<file path="src/rtl/i2c_line_driver_if.sv">
// Pad-side and protocol-side signals of the I2C target line driver.
// The protocol FSM side uses master; the line driver uses slave.
interface i2c_line_driver_if #(
    parameter int DATA_BYTES = 2
);
    localparam int IDX_W = (DATA_BYTES > 1) ? $clog2(DATA_BYTES) : 1;

    logic [4:0]              state;
    logic [8*DATA_BYTES-1:0] read_value;
    logic                    stretch_req;
    logic                    SCL_in;
    logic                    SDA_in;
    logic                    SCL_out;
    logic                    SDA_out;
    logic                    SCL_ena;
    logic                    SDA_ena;
    logic                    scl_fall;
    logic                    scl_rise;
    logic                    master_nack;
    logic [IDX_W-1:0]        byte_idx;

    modport master (
        output state, read_value, stretch_req, SCL_in, SDA_in,
        input  SCL_out, SDA_out, SCL_ena, SDA_ena, scl_fall, scl_rise,
               master_nack, byte_idx
    );

    modport slave (
        input  state, read_value, stretch_req, SCL_in, SDA_in,
        output SCL_out, SDA_out, SCL_ena, SDA_ena, scl_fall, scl_rise,
               master_nack, byte_idx
    );
endinterface

</file>
<file path="src/rtl/i2c_line_driver.sv">
// I2C target-side SDA/SCL line driver: synchronisers, SCL edge pulses, read bursts, ACK sampling, stretching.
// Define I2C_GLITCH_FILTER_EN to insert a FILTER_CYCLES glitch filter after the synchronisers.
module i2c_line_driver #(
    parameter int DATA_BYTES    = 2,
    parameter int SYNC_STAGES   = 2,
    parameter int FILTER_CYCLES = 3
) (
    input  logic             clk,
    input  logic             rst_n,
    input  logic             ena,
    i2c_line_driver_if.slave bus
);
    localparam int IDX_W = (DATA_BYTES > 1) ? $clog2(DATA_BYTES) : 1;
    localparam logic [IDX_W-1:0] LAST_IDX = IDX_W'(DATA_BYTES - 1);

    typedef enum logic [4:0] {
        ST_IDLE          = 5'd0,
        ST_START         = 5'd1,
        ST_DEVICE_ADDR   = 5'd2,
        ST_READ_OR_WRITE = 5'd3,
        ST_ADDR_ACK      = 5'd4,
        ST_REG_ADDR      = 5'd5,
        ST_REG_ACK       = 5'd6,
        ST_WRITE         = 5'd7,
        ST_WRITE_ACK     = 5'd8,
        ST_READ          = 5'd9,
        ST_READ_ACK      = 5'd10,
        ST_STOP          = 5'd11
    } i2c_state_e;

    logic [SYNC_STAGES-1:0] scl_sync, sda_sync;
    logic                   scl_q, sda_q, scl_prev;
    logic                   fall, rise;
    logic [7:0]             cur_byte;

    logic             sda_out_q, sda_ena_q, scl_ena_q, fall_q, rise_q, nack_q;
    logic             sda_out_d, sda_ena_d, scl_ena_d, fall_d, rise_d, nack_d;
    logic [2:0]       bit_cnt_q, bit_cnt_d;
    logic [IDX_W-1:0] byte_idx_q, byte_idx_d;

    always_ff @(posedge clk) begin
        if (!rst_n) begin
            scl_sync <= '1;
            sda_sync <= '1;
        end else begin
            scl_sync <= {scl_sync[SYNC_STAGES-2:0], bus.SCL_in};
            sda_sync <= {sda_sync[SYNC_STAGES-2:0], bus.SDA_in};
        end
    end

`ifdef I2C_GLITCH_FILTER_EN
    localparam int CNT_W = $clog2(FILTER_CYCLES + 1);
    localparam logic [CNT_W-1:0] CNT_LAST = CNT_W'(FILTER_CYCLES - 1);

    logic             scl_filt, sda_filt;
    logic [CNT_W-1:0] scl_cnt, sda_cnt;

    // Counter restarts whenever the synchronised input agrees with the filtered value.
    always_ff @(posedge clk) begin
        if (!rst_n) begin
            scl_filt <= 1'b1;
            sda_filt <= 1'b1;
            scl_cnt  <= '0;
            sda_cnt  <= '0;
        end else begin
            if (scl_sync[SYNC_STAGES-1] == scl_filt) begin
                scl_cnt <= '0;
            end else if (scl_cnt == CNT_LAST) begin
                scl_filt <= ~scl_filt;
                scl_cnt  <= '0;
            end else begin
                scl_cnt <= scl_cnt + 1'b1;
            end
            if (sda_sync[SYNC_STAGES-1] == sda_filt) begin
                sda_cnt <= '0;
            end else if (sda_cnt == CNT_LAST) begin
                sda_filt <= ~sda_filt;
                sda_cnt  <= '0;
            end else begin
                sda_cnt <= sda_cnt + 1'b1;
            end
        end
    end

    assign scl_q = scl_filt;
    assign sda_q = sda_filt;
`else
    logic unused_filter_cfg;
    assign unused_filter_cfg = ^FILTER_CYCLES;
    assign scl_q = scl_sync[SYNC_STAGES-1];
    assign sda_q = sda_sync[SYNC_STAGES-1];
`endif

    always_comb begin
        fall       = scl_prev & ~scl_q;
        rise       = ~scl_prev & scl_q;
        cur_byte   = '0;
        for (int unsigned i = 0; i < DATA_BYTES; i++) begin
            if (byte_idx_q == IDX_W'(i)) cur_byte = bus.read_value[8*i +: 8];
        end
        sda_out_d  = sda_out_q;
        sda_ena_d  = sda_ena_q;
        scl_ena_d  = scl_ena_q;
        bit_cnt_d  = bit_cnt_q;
        byte_idx_d = byte_idx_q;
        nack_d     = nack_q;
        fall_d     = 1'b0;
        rise_d     = 1'b0;
        if (ena) begin
            fall_d = fall;
            rise_d = rise;
            if (fall) begin
                case (bus.state)
                    ST_IDLE, ST_START, ST_DEVICE_ADDR, ST_READ_OR_WRITE,
                    ST_REG_ADDR, ST_WRITE, ST_READ_ACK, ST_STOP: sda_ena_d = 1'b0;
                    ST_ADDR_ACK, ST_REG_ACK, ST_WRITE_ACK: begin
                        sda_ena_d = 1'b1;
                        sda_out_d = 1'b0;
                    end
                    ST_READ: begin
                        sda_ena_d = 1'b1;
                        sda_out_d = cur_byte[bit_cnt_q];
                        bit_cnt_d = bit_cnt_q - 1'b1;
                    end
                    default: ;
                endcase
                if (bus.state != ST_READ) bit_cnt_d = 3'd7;
                if (bus.state == ST_IDLE || bus.state == ST_START || bus.state == ST_REG_ACK)
                    byte_idx_d = '0;
                if (bus.state == ST_IDLE || bus.state == ST_START || bus.state == ST_STOP)
                    nack_d = 1'b0;
            end
            if (rise && bus.state == ST_READ_ACK) begin
                if (sda_q) nack_d = 1'b1;
                else byte_idx_d = (byte_idx_q == LAST_IDX) ? '0 : byte_idx_q + 1'b1;
            end
            // Stretch is armed only by a falling edge but released immediately on request drop.
            if (!bus.stretch_req) scl_ena_d = 1'b0;
            else if (fall) scl_ena_d = 1'b1;
        end
    end

    always_ff @(posedge clk) begin
        if (!rst_n) begin
            scl_prev   <= 1'b1;
            sda_out_q  <= 1'b0;
            sda_ena_q  <= 1'b0;
            scl_ena_q  <= 1'b0;
            fall_q     <= 1'b0;
            rise_q     <= 1'b0;
            nack_q     <= 1'b0;
            bit_cnt_q  <= 3'd7;
            byte_idx_q <= '0;
        end else begin
            scl_prev   <= scl_q;
            sda_out_q  <= sda_out_d;
            sda_ena_q  <= sda_ena_d;
            scl_ena_q  <= scl_ena_d;
            fall_q     <= fall_d;
            rise_q     <= rise_d;
            nack_q     <= nack_d;
            bit_cnt_q  <= bit_cnt_d;
            byte_idx_q <= byte_idx_d;
        end
    end

    assign bus.SCL_out     = 1'b0;
    assign bus.SDA_out     = sda_out_q;
    assign bus.SDA_ena     = sda_ena_q;
    assign bus.SCL_ena     = scl_ena_q;
    assign bus.scl_fall    = fall_q;
    assign bus.scl_rise    = rise_q;
    assign bus.master_nack = nack_q;
    assign bus.byte_idx    = byte_idx_q;
endmodule
</file>
<file path="src/flat_wrapper.sv">
// flat-port wrapper written by rule: the top's interface ports become plain ports
module i2c_line_driver_flat 
#(
    parameter int DATA_BYTES    = 2,
    parameter int SYNC_STAGES   = 2,
    parameter int FILTER_CYCLES = 3
)
  (clk, rst_n, ena, bus_state, bus_read_value, bus_stretch_req, bus_SCL_in, bus_SDA_in, bus_SCL_out, bus_SDA_out, bus_SCL_ena, bus_SDA_ena, bus_scl_fall, bus_scl_rise, bus_master_nack, bus_byte_idx);
  i2c_line_driver_if #(.DATA_BYTES(DATA_BYTES)) bus_i ();
  input  logic clk;
  input  logic rst_n;
  input  logic ena;
  input wire logic [$bits(bus_i.state)-1:0] bus_state;
  input wire logic [$bits(bus_i.read_value)-1:0] bus_read_value;
  input wire logic [$bits(bus_i.stretch_req)-1:0] bus_stretch_req;
  input wire logic [$bits(bus_i.SCL_in)-1:0] bus_SCL_in;
  input wire logic [$bits(bus_i.SDA_in)-1:0] bus_SDA_in;
  output wire logic [$bits(bus_i.SCL_out)-1:0] bus_SCL_out;
  output wire logic [$bits(bus_i.SDA_out)-1:0] bus_SDA_out;
  output wire logic [$bits(bus_i.SCL_ena)-1:0] bus_SCL_ena;
  output wire logic [$bits(bus_i.SDA_ena)-1:0] bus_SDA_ena;
  output wire logic [$bits(bus_i.scl_fall)-1:0] bus_scl_fall;
  output wire logic [$bits(bus_i.scl_rise)-1:0] bus_scl_rise;
  output wire logic [$bits(bus_i.master_nack)-1:0] bus_master_nack;
  output wire logic [$bits(bus_i.byte_idx)-1:0] bus_byte_idx;
  assign bus_i.state = bus_state;
  assign bus_i.read_value = bus_read_value;
  assign bus_i.stretch_req = bus_stretch_req;
  assign bus_i.SCL_in = bus_SCL_in;
  assign bus_i.SDA_in = bus_SDA_in;
  assign bus_SCL_out = bus_i.SCL_out;
  assign bus_SDA_out = bus_i.SDA_out;
  assign bus_SCL_ena = bus_i.SCL_ena;
  assign bus_SDA_ena = bus_i.SDA_ena;
  assign bus_scl_fall = bus_i.scl_fall;
  assign bus_scl_rise = bus_i.scl_rise;
  assign bus_master_nack = bus_i.master_nack;
  assign bus_byte_idx = bus_i.byte_idx;
  i2c_line_driver #(.DATA_BYTES(DATA_BYTES), .SYNC_STAGES(SYNC_STAGES), .FILTER_CYCLES(FILTER_CYCLES)) u_core (.clk(clk), .rst_n(rst_n), .ena(ena), .bus(bus_i));
endmodule
</file>
<file path="config.mk">
export PLATFORM = sky130hd
export DESIGN_NAME = i2c_line_driver_flat
export DESIGN_NICKNAME = d
export VERILOG_FILES = /design/src/rtl/i2c_line_driver_if.sv /design/src/rtl/i2c_line_driver.sv /design/src/flat_wrapper.sv
export SDC_FILE = /design/constraint.sdc
export NUM_CORES = 1
export LEC_CHECK = 0
export BUFFER_PORTS_ARGS = -buffer_cell sky130_fd_sc_hd__buf_2
export CAP_MARGIN = 20
export CORE_ASPECT_RATIO = 1.2
export CORE_MARGIN = 2
export CORE_UTILIZATION = 40
export DETAILED_ROUTE_END_ITERATION = 7
export HOLD_SLACK_MARGIN = 0.08
export PLACE_DENSITY = 0.69
export SYNTH_ARGS = -nofsm -noshare
export SYNTH_HDL_FRONTEND = slang
export SYNTH_SLANG_ARGS = --single-unit
</file>
<file path="constraint.sdc">
create_clock -name clk -period 3.43 [get_ports clk]
set_input_delay 0 -clock clk [delete_from_list [all_inputs] [get_ports clk]]
set_output_delay 0 -clock clk [all_outputs]
set_load 0.01 [all_outputs]
</file>
==> results.toml, run 1 <==
[routing]
drt-initial-drc-count = 7
drc_errors = 0
viasPerCell = 5.51
routed_wl_um = 1870
postRouteAntennaNets = 0
dr_total_vias = 794
wl_per_cell_um = 13.0
dr.pass1.iters = 4

[power_and_ir_drop]
internal_power_w = 0.000249
combPwrFrac_pct = 14.7
p_leak_nw = 0.495
p_per_area_mw_per_mm2 = 311
power.switching_w = 0.0000888
clockPowerShare_pct = 31.7
vdd_ir_drop_max_v = 0.000263
power_frac_seq_pct = 53.6
p_sw_share_pct = 26.2

[worst_setup_path]
crit_chain = "mux2_2, o311ai_0, o311ai_0"
critPathCaptureType = "flip-flop"
worst_path_most_repeated_cell = "o311ai_0"
crit_fanout = 9
reg2reg_depth = 3
cp.required_ps = 3580
cp_slowest_stage_delay_ps = 580
path_delay_family = "flip-flops"
crit_arrival_ps = 1770
worst-setup-path-type = "reg2reg"
cp-start-kind = "flip-flop"
rr_endpoint = "u_core.bus.SDA_out"
timing.rr.start = "u_core.bus.byte_idx"
slowest_stage = "dfxtp_1"
r2r_slack_ps = 1810
cp_num_buf_inv = 0

[floorplanning]
pin_count = 35
dieArea_sq_mm = 0.00243
die_y_um = 53.6
coreArea_sq_mm = 0.00189
die_w_um = 45.3
rows = 17
initial_core_util_pct = 43.3

[timing]
finClkSkew_ps = 8.14
rsz0062_at_grt = "false"
setup_tns_ps = 0
period_minus_slack_ps = 1620
hold_viol = 0
max_freq_mhz = 617
finalCritPeriodShare_pct = 47.2
maxSlewViolCount = 0
setup_viol = 0

[synth]
yosysWarnings = 0
synthDistinctLibCells = 38
synth_fp_nets = 112
synth_enable_flop_cells = 0
synth_xor_xnor_area_share_pct = 1.07
yosysSeqAreaShare_pct = 36.6
synthCells = 84
synth_fa_ha_area_share_pct = 1.53
async_reset_ff_share_pct = 0
synth.avg_cell_area_sq_um = 9.76
synthMuxAreaShare_pct = 13.1
synth_compound_area_share_pct = 14.8
ys.flop_type = "dfxtp_1"
synth_top_family_by_area = "simple AND/OR/NAND/NOR gates"
netlist_area_sq_um = 820
synthSimpleGateAreaFrac_pct = 28.7
ys_ff_latch = 15

[clocking]
cts.sinks = 15
htree_num_levels = 1
post_cts_buffers = 0
path_clk_slew_ps = 100
cts_inserted_buffers = 3
hold_buffers = 7
ctsResizeCount = 0
ctsRootBufferMaster = "clkbuf_4"
clk_latency_ps = 300
cts_tree = "built"
cts_buffer_depth = 2

[min_path]
hold_depth = 3
holdCritStartpoint = "ena"
hp-class = "in2reg"
whs_endpoint = "u_core.bus.byte_idx"

[layout]
area_growth_pct = 32.7
layout-drive-gt1-share_pct = 39.2
num-fill-cells = 180
n_antenna_cell = 0
nNetsFinal = 154
instances_no_fill = 144

[place]
gp_congestion = 0.785
dp.cells = 133
portBuffers = 33
place_hpwl_um = 1410

[global_routing]
grt_pass1_wl_um = 3100
grt_usage_pct = 17.4
antenna_found_initial = 0
overflow = 0
grt_max_degree = 15
grt_pass1_vias = 762

[run_status]
status = "completed"

[run]
cap_violations = 0
[registers in the layout (all words and copies together) (netlist names)]
signal                  flops
u_core.sda_sync             2
u_core.bus.byte_idx         1
u_core.bit_cnt_q            3
u_core.bus.SDA_out          1
u_core.bus.SCL_ena          1
u_core.bus.scl_fall         1
u_core.scl_prev             1
u_core.scl_sync             2
u_core.bus.scl_rise         1
u_core.bus.master_nack      1
u_core.bus.SDA_ena          1
[worst max path at each step]
stage	endpoint	startpoint	depth (start not counted)	slack, ps
after floorplan	u_core.bus.SDA_out	u_core.bus.byte_idx	5	1990
after global placement	u_core.bus.SDA_out	u_core.bus.byte_idx	3	1850
after detailed placement	u_core.bus.SDA_out	u_core.bus.byte_idx	3	1790
after CTS	u_core.bus.SDA_out	u_core.bus.byte_idx	3	1770
after global routing	u_core.bus.SDA_out	u_core.bus.byte_idx	3	1650
final	u_core.bus.SDA_out	u_core.bus.byte_idx	3	1810
[layout by cell type, fill, tap and decap left out, types with 3 or more instances in the layout]
cell type and instances:
buf_2 33, dfxtp_1 15, nand2_1 8, dlygate4sd3_1 7, nand2b_1 5, nand3_1 4
mux2i_1 4, inv_1 3, nor2_1 3, nand3b_1 3, o311ai_0 3, clkbuf_4 3
[power by group through the flow]
| stage | Sequential (W) | Combinational, W | Clock [W] |
|---|---|---|---|
| after floorplan | 0.000185 | 0.0000219 | 0 |
| after global placement | 0.000185 | 0.0000435 | 0 |
| after global routing | 0.000182 | 0.0000558 | 0.000112 |
| after detailed placement | 0.000185 | 0.0000438 | 0 |
| after CTS | 0.000181 | 0.0000500 | 0.000106 |
| final | 0.000181 | 0.0000496 | 0.000107 |
[metrics by stage]
step / total power, W / cell area (sq um) / worst slack (ps) / util (%) / hold WS [ps]
detailed placement: 0.000229 / 990 / 1790 / 52.3 / 183
floorplan: 0.000207 / 820 / 1990 / - / 101
CTS: 0.000337 / 1090 / 1770 / 57.4 / 86.8
global route: 0.000349 / 1090 / 1650 / 57.4 / 95.7
global placement: 0.000229 / 990 / 1850 / 52.3 / 181
finish: 0.000338 / 1090 / 1810 / 57.4 / 92.5
[per-layer routing]
layer / global-route usage [%] / vias up / wire (um) / share of wire (%)
li1: - / 398 / - / -
met1: 18.2 / 367 / 795 / 42
met2: 34.3 / 27 / 939 / 50
met3: 2.68 / 2 / 112 / 6.0
met4: 5.88 / 0 / 25 / 1.3
met5: 0 / - / 0 / 0
[cell families after synthesis]
group / count (synthesis)
AND/OR/NAND/NOR: 37
multiplexers: 8
XOR/XNOR: 1
other: 1
adder cells (fa/ha/maj): 1
buffers and inverters: 6
AO/OA/AOI/OAI: 15
flip-flops: 15
[cell usage after synthesis, drive strengths merged, types with 2 or more instances]
library cell,count,share of area (%)
buf,2,1.8
nor2b,2,1.5
o311ai,3,3.2
or4b,2,2.9
nand3b,3,2.7
mux4,2,5.5
nor2,3,1.4
inv,3,1.4
nand2b,5,3.8
and4b,2,2.7
nand3,4,2.4
mux2,2,2.7
dfxtp,15,37
o211ai,2,1.8
nor3,3,3.1
nand2,8,3.7
mux2i,4,4.9
[area by class of cell]
class	count	area, sq um	area share (%)
flip-flops and latches	15	300	27.6
inverters	3	11.3	1.04
repair buffers	40	235	21.6
clock buffers	3	22.5	2.07
well taps	19	23.8	2.19
multi-input cells	63	489	45.0
clock inverters	1	5.00	0.460
[worst min-delay path: stages]
cell and delay [ps]:
buf_2 130, o21ai_1 80, a32o_1 160
Note: power is estimated with default switching activity, not from simulation.
==> run 2: changes to the inputs <==
Settings changed: ABC_AREA from default to 1, PLACE_DENSITY 0.69 to 0.68.
Clock period 3.43 ns to 1.64 ns, I/O delays scaled along.
==> results.toml, run 2 <==
[run_status]
status = "completed"

[layout]
top_register = "u_core.bit_cnt_q"
utilization_pct = 56.0
layout-drive-gt1-share_pct = 30.3
n_antenna_cell = 0
final_common_cell = "nand2_1"
nNetsFinal = 207
largest_reg_flops = 3
instances_no_fill = 208
area_growth_pct = 32.2
layout_common_cells = "38 x nand2_1, 33 x buf_2, 23 x inv_1, 23 x nand3_1, 14 x dfxtp_1"
top_regs = "u_core.bit_cnt_q x3, u_core.scl_sync x2, u_core.sda_sync x2"

[clocking]
htree_num_levels = 1
cts.sinks = 15
post_cts_buffers = 0
path_clk_slew_ps = 90
cts_buffer_depth = 2
ctsRootBufferMaster = "clkbuf_4"
clk_latency_ps = 280
cts_inserted_buffers = 3
cts_tree = "built"

[synth]
synth.most_common_cell = "nand2_1"
synthMuxAreaShare_pct = 0
synthSimpleGateAreaFrac_pct = 40.7
yosysWarnings = 0
synth_compound_area_share_pct = 9.40
synth.avg_cell_area_sq_um = 6.41
async_reset_ff_share_pct = 0
synth_area_leaders = "dfxtp_1 34%, nand2_1 16%, nand3_1 13%, inv_1 9.8%, or2_2 2.8%"
synth_top_area_share_pct = 34.2
synthTopCellsByCount = "38 x nand2_1, 23 x inv_1, 23 x nand3_1, 15 x dfxtp_1"
synth_fp_nets = 165
yosysSeqAreaShare_pct = 34.2
synth_top_family_by_area = "simple AND/OR/NAND/NOR gates"
synth_fa_ha_area_share_pct = 1.42
netlist_area_sq_um = 878
synth_xor_xnor_area_share_pct = 0
synthCells = 137
synth_top_area_cell = "dfxtp_1"
ys_ff_latch = 15
ys.flop_type = "dfxtp_1"
synthDistinctLibCells = 23
synth_enable_flop_cells = 0

[floorplanning]
dieArea_sq_mm = 0.00259
die_y_um = 55.3
coreArea_sq_mm = 0.00207
die_w_um = 46.8
rows = 18
initial_core_util_pct = 42.4
pin_count = 35

[place]
gp_congestion = 0.879
portBuffers = 33
dp.cells = 198
place_hpwl_um = 1480

[routing]
drt-initial-drc-count = 11
viasPerCell = 4.60
wl_per_cell_um = 9.19
postRouteAntennaNets = 0
dr_total_vias = 957
drc_errors = 0
dr.pass1.iters = 4
routed_wl_um = 1910

[global_routing]
antenna_found_initial = 0
grt_pass1_vias = 807
overflow = 0
grt_usage_pct = 16.2
grt_pass1_wl_um = 3190
grt_max_degree = 13

[timing]
finClkSkew_ps = 9.10
finalCritPeriodShare_pct = 91.9
setup_tns_ps = 0
hold_ws_ps = 152
max_freq_mhz = 664
period_minus_slack_ps = 1510
hold_viol = 0
maxSlewViolCount = 0
rsz0062_at_grt = "false"
setup_viol = 0

[power_and_ir_drop]
vdd_ir_drop_max_v = 0.000449
clockPowerShare_pct = 29.5
power_frac_seq_pct = 53.9
internal_power_w = 0.000524
power.switching_w = 0.000178
p_per_area_mw_per_mm2 = 604
p_sw_share_pct = 25.3
combPwrFrac_pct = 16.6
p_leak_nw = 0.668

[worst_setup_path]
cp_slowest_stage_delay_ps = 550
cp.required_ps = 1870
crit_fanout = 7
critPathCaptureType = "flip-flop"
cp-start-kind = "flip-flop"
slowest_stage = "dlygate4sd3_1"
crit_arrival_ps = 1740
worst-setup-path-type = "reg2reg"
crit_chain = "inv_1, nor2_4, nand2_4, inv_4, o21ai_0, a21oi_1, dlygate4sd3_1"

[run]
cap_violations = 0

[min_path]
hp-class = "in2reg"
==> run 2: cell families after synthesis <==
family / Yosys count
simple gates: 78
buf+inv: 29
flops: 15
other cells: 1
compound gates: 13
fa+ha+maj: 1
==> run 2: power by group through the flow <==
stage | logic, W | clock network, W | registers, W
global route | 0.000133 | 0.000233 | 0.000379
global placement | 0.000103 | 0 | 0.000386
CTS | 0.000115 | 0.000214 | 0.000377
floorplan | 0.0000574 | 0 | 0.000386
detailed placement | 0.000104 | 0 | 0.000386
finish | 0.000117 | 0.000207 | 0.000378
==> run 2: cell type report <==
class                   count  area (sq um)
multi-input cells          93           467
flip-flops and latches     15           302
inverters                  27           104
repair buffers             39           225
fillers                   223           911
clock buffers               4          26.3
well taps                  30          37.5
==> run 2: final timing paths <==
kind                      start                      to  slack, ps  cells past startpoint
max             u_core.scl_prev      u_core.bus.SCL_ena        130                      7
min                bus_state[4]  u_core.bus.master_nack        150                      4
max reg2reg     u_core.scl_prev      u_core.bus.SCL_ena        130                      7
min reg2reg  u_core.sda_sync[0]      u_core.sda_sync[1]        420                      1
==> run 2: repair_timing <==
| action | 4_1_cts | 5_1_grt |
|---|---|---|
| setup endpoints to repair | 0 | 1 |
| gates resized for setup | 0 | 4 |
| endpoints found under the hold margin | 7 | 0 |
| hold buffers | 6 | 0 |
==> run 2: metrics by stage <==
stage | total power (W) | cell area, sq um | setup WS [ps]
after floorplan | 0.000443 | 878 | 564
final | 0.000701 | 1160 | 133
after CTS | 0.000707 | 1150 | 29.3
after global placement | 0.000489 | 1060 | 405
after global routing | 0.000745 | 1160 | 13.2
after detailed placement | 0.000490 | 1060 | 351
==> run 2: worst max-delay path, delay by kind of cell (launching register included) <==
kind / cells / cell delay [ps]
flip-flops: 1 / 360
AND/OR/NAND/NOR: 2 / 210
AO/OA/AOI/OAI: 2 / 170
buffers and inverters: 3 / 710
==> run 2: per-layer routing <==
metal / vias up / global-route usage (%) / part of all wire [%]
met4: 0 / 7.14 / 1.2
met2: 30 / 23.7 / 43
met3: 4 / 4.25 / 5.7
li1: 514 / - / -
met1: 409 / 21.7 / 50
met5: - / 0 / 0
